<file path="config.mk">
export PLATFORM = sky130hd
export DESIGN_NAME = screen
export DESIGN_NICKNAME = d
export VERILOG_FILES = /design/src/rtl/screen_pkg.sv /design/src/rtl/screen.sv
export SDC_FILE = /design/constraint.sdc
export NUM_CORES = 1
export LEC_CHECK = 0
export ABC_AREA = 1
export CORE_MARGIN = 2
export CORE_UTILIZATION = 45
export CTS_CLUSTER_DIAMETER = 80
export DETAILED_ROUTE_END_ITERATION = 10
export PLACE_DENSITY = 0.71
export SETUP_SLACK_MARGIN = 0.5
export SYNTH_ARGS = -nofsm -noshare
export SYNTH_HDL_FRONTEND = slang
export SYNTH_SLANG_ARGS = --single-unit
</file>
<file path="constraint.sdc">
create_clock -name clk_in -period 3.1 [get_ports clk_in]
set_clock_uncertainty 0.15 [all_clocks]
set_input_delay 0.62 -clock clk_in [delete_from_list [all_inputs] [get_ports clk_in]]
set_output_delay 0.62 -clock clk_in [all_outputs]
set_load 0.03 [all_outputs]
</file>
<file path="src/rtl/screen_pkg.sv">
// Shared timing constants for the screen raster generator.
// Defaults describe standard VGA 640x480 at a 25.175 MHz pixel clock.
package screen_pkg;

    // Width of the position counters and the one-bit-wider compare domain.
    localparam int CNT_W   = 10;
    localparam int CNT_W1  = CNT_W + 1;
    localparam int CNT_MAX = 1 << CNT_W;

    // Horizontal timing in pixels.
    localparam int DEF_H_RES  = 640;
    localparam int DEF_H_FP   = 16;
    localparam int DEF_H_SYNC = 96;
    localparam int DEF_H_BP   = 48;

    // Vertical timing in lines.
    localparam int DEF_V_RES  = 480;
    localparam int DEF_V_FP   = 10;
    localparam int DEF_V_SYNC = 2;
    localparam int DEF_V_BP   = 33;

    // VGA 640x480 uses active-low syncs.
    localparam bit DEF_SYNC_POL = 1'b0;

    // Derived totals: 800 clocks per line, 525 lines per frame.
    localparam int DEF_H_TOTAL = DEF_H_RES + DEF_H_FP + DEF_H_SYNC + DEF_H_BP;
    localparam int DEF_V_TOTAL = DEF_V_RES + DEF_V_FP + DEF_V_SYNC + DEF_V_BP;

    // True when pos lies in the half-open window [lo, hi).
    function automatic logic in_window(input logic [CNT_W1-1:0] pos,
                                       input logic [CNT_W1-1:0] lo,
                                       input logic [CNT_W1-1:0] hi);
        return (pos >= lo) && (pos < hi);
    endfunction

    // Converts a logical "sync asserted" flag into the pin level for a polarity.
    function automatic logic sync_level(input logic asserted, input logic pol);
        return pol ? asserted : ~asserted;
    endfunction

endpackage

</file>
<file path="src/rtl/screen.sv">
// Raster timing generator: free-running pixel/line counters with
// registered sync and data-enable outputs aligned to the presented position.
module screen
    import screen_pkg::*;
#(
    parameter int H_RES    = DEF_H_RES,
    parameter int H_FP     = DEF_H_FP,
    parameter int H_SYNC   = DEF_H_SYNC,
    parameter int H_BP     = DEF_H_BP,
    parameter int V_RES    = DEF_V_RES,
    parameter int V_FP     = DEF_V_FP,
    parameter int V_SYNC   = DEF_V_SYNC,
    parameter int V_BP     = DEF_V_BP,
    parameter bit SYNC_POL = DEF_SYNC_POL
) (
    input  logic             clk_in,
    input  logic             rst_in,
    output logic [CNT_W-1:0] sx_out,
    output logic [CNT_W-1:0] sy_out,
    output logic             hsync_out,
    output logic             vsync_out,
    output logic             de_out
);

    localparam int H_TOTAL = H_RES + H_FP + H_SYNC + H_BP;
    localparam int V_TOTAL = V_RES + V_FP + V_SYNC + V_BP;

    // Last legal counter values, where each counter wraps back to zero.
    localparam logic [CNT_W-1:0] H_LAST = CNT_W'(H_TOTAL - 1);
    localparam logic [CNT_W-1:0] V_LAST = CNT_W'(V_TOTAL - 1);

    // Window bounds are one bit wider so an end bound equal to 1024 still compares correctly.
    localparam logic [CNT_W1-1:0] H_ACT_END = CNT_W1'(H_RES);
    localparam logic [CNT_W1-1:0] V_ACT_END = CNT_W1'(V_RES);
    localparam logic [CNT_W1-1:0] HS_LO     = CNT_W1'(H_RES + H_FP);
    localparam logic [CNT_W1-1:0] HS_HI     = CNT_W1'(H_RES + H_FP + H_SYNC);
    localparam logic [CNT_W1-1:0] VS_LO     = CNT_W1'(V_RES + V_FP);
    localparam logic [CNT_W1-1:0] VS_HI     = CNT_W1'(V_RES + V_FP + V_SYNC);

    // Output levels for the origin, used when reset forces the position to (0,0).
    localparam logic RST_HSYNC = sync_level(in_window('0, HS_LO, HS_HI), SYNC_POL);
    localparam logic RST_VSYNC = sync_level(in_window('0, VS_LO, VS_HI), SYNC_POL);
    localparam logic RST_DE    = (H_RES > 0) && (V_RES > 0);

    // Reject timings whose totals cannot be represented by the 10-bit counters.
    if (H_TOTAL > CNT_MAX || V_TOTAL > CNT_MAX) begin : g_size_check
        $error("screen: H_TOTAL (%0d) or V_TOTAL (%0d) exceeds %0d", H_TOTAL, V_TOTAL, CNT_MAX);
    end

    // Reject degenerate timings that would leave a counter with nothing to count.
    if (H_TOTAL < 1 || V_TOTAL < 1) begin : g_nonzero_check
        $error("screen: timing totals must be at least one");
    end

    logic [CNT_W-1:0]  sx_next;
    logic [CNT_W-1:0]  sy_next;
    logic [CNT_W1-1:0] sx_next_w;
    logic [CNT_W1-1:0] sy_next_w;
    logic              hsync_next;
    logic              vsync_next;
    logic              de_next;

    // Free-running next position: x advances every clock, y advances on the x wrap.
    always_comb begin
        sx_next = sx_out + 1'b1;
        sy_next = sy_out;
        if (sx_out == H_LAST) begin
            sx_next = '0;
            if (sy_out == V_LAST) begin
                sy_next = '0;
            end else begin
                sy_next = sy_out + 1'b1;
            end
        end
    end

    // Decode sync and data-enable from the next position so they land with it.
    always_comb begin
        sx_next_w  = {1'b0, sx_next};
        sy_next_w  = {1'b0, sy_next};
        hsync_next = sync_level(in_window(sx_next_w, HS_LO, HS_HI), SYNC_POL);
        vsync_next = sync_level(in_window(sy_next_w, VS_LO, VS_HI), SYNC_POL);
        de_next    = (sx_next_w < H_ACT_END) && (sy_next_w < V_ACT_END);
    end

    // Register position and decoded signals together; reset parks the raster at the origin.
    always_ff @(posedge clk_in) begin
        if (rst_in) begin
            sx_out    <= '0;
            sy_out    <= '0;
            hsync_out <= RST_HSYNC;
            vsync_out <= RST_VSYNC;
            de_out    <= RST_DE;
        end else begin
            sx_out    <= sx_next;
            sy_out    <= sy_next;
            hsync_out <= hsync_next;
            vsync_out <= vsync_next;
            de_out    <= de_next;
        end
    end

endmodule

</file>
==> results.yml <==
outcome:
  status: "completed"
logic_synthesis:
  netlist.area_leader.share_pct: 33.03
  synthCells: 207
  synth_seq_cells: 23
  yosys.area.top_type: "dfxtp_1"
  ys_seq_area_share_pct: 33.03
  syn_area_per_cell_um2: 6.734
  synth.area.top_cells: "dfxtp_1 (33%), nand2_1 (14%), nor2_1 (8.9%)"
  netlist_area_mm2: 0.001394
  ys_warn_count: 0
  synth_nets: 213
  synth.distinct_cells: 31
power:
  p_leak_uw: 0.0007409
  finalPower_uw: 466.1
  vdd_drop_max_v: 0.0002435
  cellPowerDensity_mw_per_mm2: 277.4
clocking:
  postCtsHoldBufs: 0
  cts_made_buffers: 3
  clockBufferDepth: 2
  cts-root-buf: "clkbuf_4"
  post_cts_resized: 0
  clock_sinks: 23
  cts_tree: "yes"
  cts_setup_buffers: 0
  cts_max_level: 1
  clk_latency_ps: 310
  cts.clk_slew.worst_paths_ps: 120
global_routing:
  grt.total_usage_pct: 17.81
  grt_pass1_vias: 1064
  antenna_found_initial: 0
  grt_max_degree: 19
  grt_pass1_wl_um: 4864
  globalRouteOverflowTotal: 0
worst_setup_path:
  cp_slowest_cell: "clkdlybuf4s50_1"
  cp.buffers_inverters: 1
  r2r_slack_ps: 930
  critPathArrivalTime_ps: 1630
  crit_required_ps: 2330
  crit_path_start_kind: "register"
  critPathMaxFanout: 10
  critPathTopFamily: "buffers and inverters"
  max_stage_delay_ps: 740
  worst-setup-path-type: "reg2out"
  crit_chain: "clkdlybuf4s50_1"
  critPathCaptureType: "output pin"
drt:
  drc: 0
  first_iter_violations: 48
  antenna_left: 0
  viasPerCell: 4.830
  first_pass_iters: 4
  wl_per_cell_um: 11.06
  drt_wl_total_um: 2919
  vias: 1275
timing:
  worstMarginPinSlew_ps: 378.8
  worst_slack_ps: 703.4
  relSlewSlack_pct: 74.71
  maxSlewViolCount: 0
  period_share_pct: 77.31
  fmax_mhz: 417.3
  finalSetupViolCount: 0
  final_hold_viol_count: 0
  rsz0062_at_grt: "false"
  finalSetupTns_ps: 0
  fin_crit_ps: 2397
placement:
  pre_cts_ws_ps: 979.4
  gp_congestion: 0.8317
  dp_hpwl_um: 2262
  portBuffers: 24
  place_area_mm2: 0.001654
floorplanning:
  die_y_um: 59.66
  die_x_um: 59.66
  core-area_mm2: 0.003003
  start_util_pct: 46.42
  rows: 20
  io_pins: 25
  dieArea_mm2: 0.003559
hold_path:
  hp-class: "reg2reg"
final_layout:
  num-fill-cells: 308
  syn_to_final_growth_pct: 20.56
  finish.instance_area_mm2: 0.001680
  drive_above_1_share_pct: 12.99
  fin_nets: 238
  diodes: 0
job:
  drv_cap: 0
## path summary, 6_finish.rpt
| kind | start | end | cells after the start |
|---|---|---|---|
| min reg2reg | sx_out[0] | sx_out[0] | 1 |
| max | sy_out[4] | sy_out[4] | 1 |
| max reg2reg | sx_out[0] | de_out | 10 |
| min | sx_out[0] | sx_out[0] | 1 |
## per-layer routing
metal	global-route usage, %	vias to the layer above	wire length (um)	part of all wire [%]
li1	-	695	-	-
met1	25.57	556	1502	51
met5	0	-	0	0
met3	3.247	2	75	2.6
met4	5.714	0	31	1.1
met2	26.86	22	1309	45
## cell type report
cell class	instances	area [um^2]	share of cell area, %
inverter	27	101.3	6.031
timing repair buffer	25	247.7	14.74
tap	33	41.29	2.457
multi-input combinational	152	803.3	47.80
sequential	23	460.4	27.40
clock buffer	4	26.28	1.564
## power by group
part	leakage (uW)	switching [uW]	internal, uW
logic	0.000540	15.4	9.81
registers	0.000186	5.18	299
clock network	0.0000150	86.8	50.3
total	0.000741	107	359
## registers in the layout, summed over array words and instances (netlist names)
| signal | cells |
|---|---|
| sy_out | 10 |
| sx_out | 10 |
| de_out | 1 |
| vsync_out | 1 |
| hsync_out | 1 |
## cell families (layout without fill, tap and decap cells)
kind of cell	Yosys count	in the layout	synth area share (%)
AO/OA/AOI/OAI	18	18	7.631
flip-flops	23	23	33.03
XOR/XNOR	1	1	0.6285
adder cells (fa/ha/maj)	4	4	3.591
AND/OR/NAND/NOR	129	129	45.78
buffers and inverters	32	56	9.335
## cells in the mapped netlist, drive strengths merged
cell type  number
dfxtp          23
inv            27
a211oi          1
nand2          59
nor3            3
xor2            1
clkbuf          1
nor2           42
o21bai          1
buf             4
nand3b          2
nor3b           1
ha              4
o21ai           7
a31o            1
nand3          14
a21oi           8
and2            1
or2             1
nand4           6
## per-stage QoR
| step | hold WS, ps | utilization [%] | std cells |
|---|---|---|---|
| 4_1_cts | 382.2 | 55.96 | 264 |
| 3_5_place_dp | 353.8 | 55.08 | 260 |
| 6_report | 386.6 | 55.96 | 264 |
| 2_1_floorplan | 447.6 | - | 207 |
| 3_3_place_gp | 338.1 | 55.08 | 260 |
| 5_1_grt | 436.0 | 55.96 | 264 |
## layout by cell type, fill, tap and decap left out, drive strengths merged
cell type | netlist | routed
nand2 | 59 | 59
nor2 | 42 | 42
inv | 27 | 27
clkdlybuf4s50 | 0 | 24
dfxtp | 23 | 23
nand3 | 14 | 14
a21oi | 8 | 8
o21ai | 7 | 7
nand4 | 6 | 6
ha | 4 | 4
clkbuf | 1 | 4
nor3 | 3 | 3
nand3b | 2 | 2
or2 | 1 | 1
and2 | 1 | 1
a211oi | 1 | 1
o21bai | 1 | 1
a31o | 1 | 1
xor2 | 1 | 1
nor3b | 1 | 1
buf | 4 | 1
No activity file was read; power rests on OpenSTA's default activity.
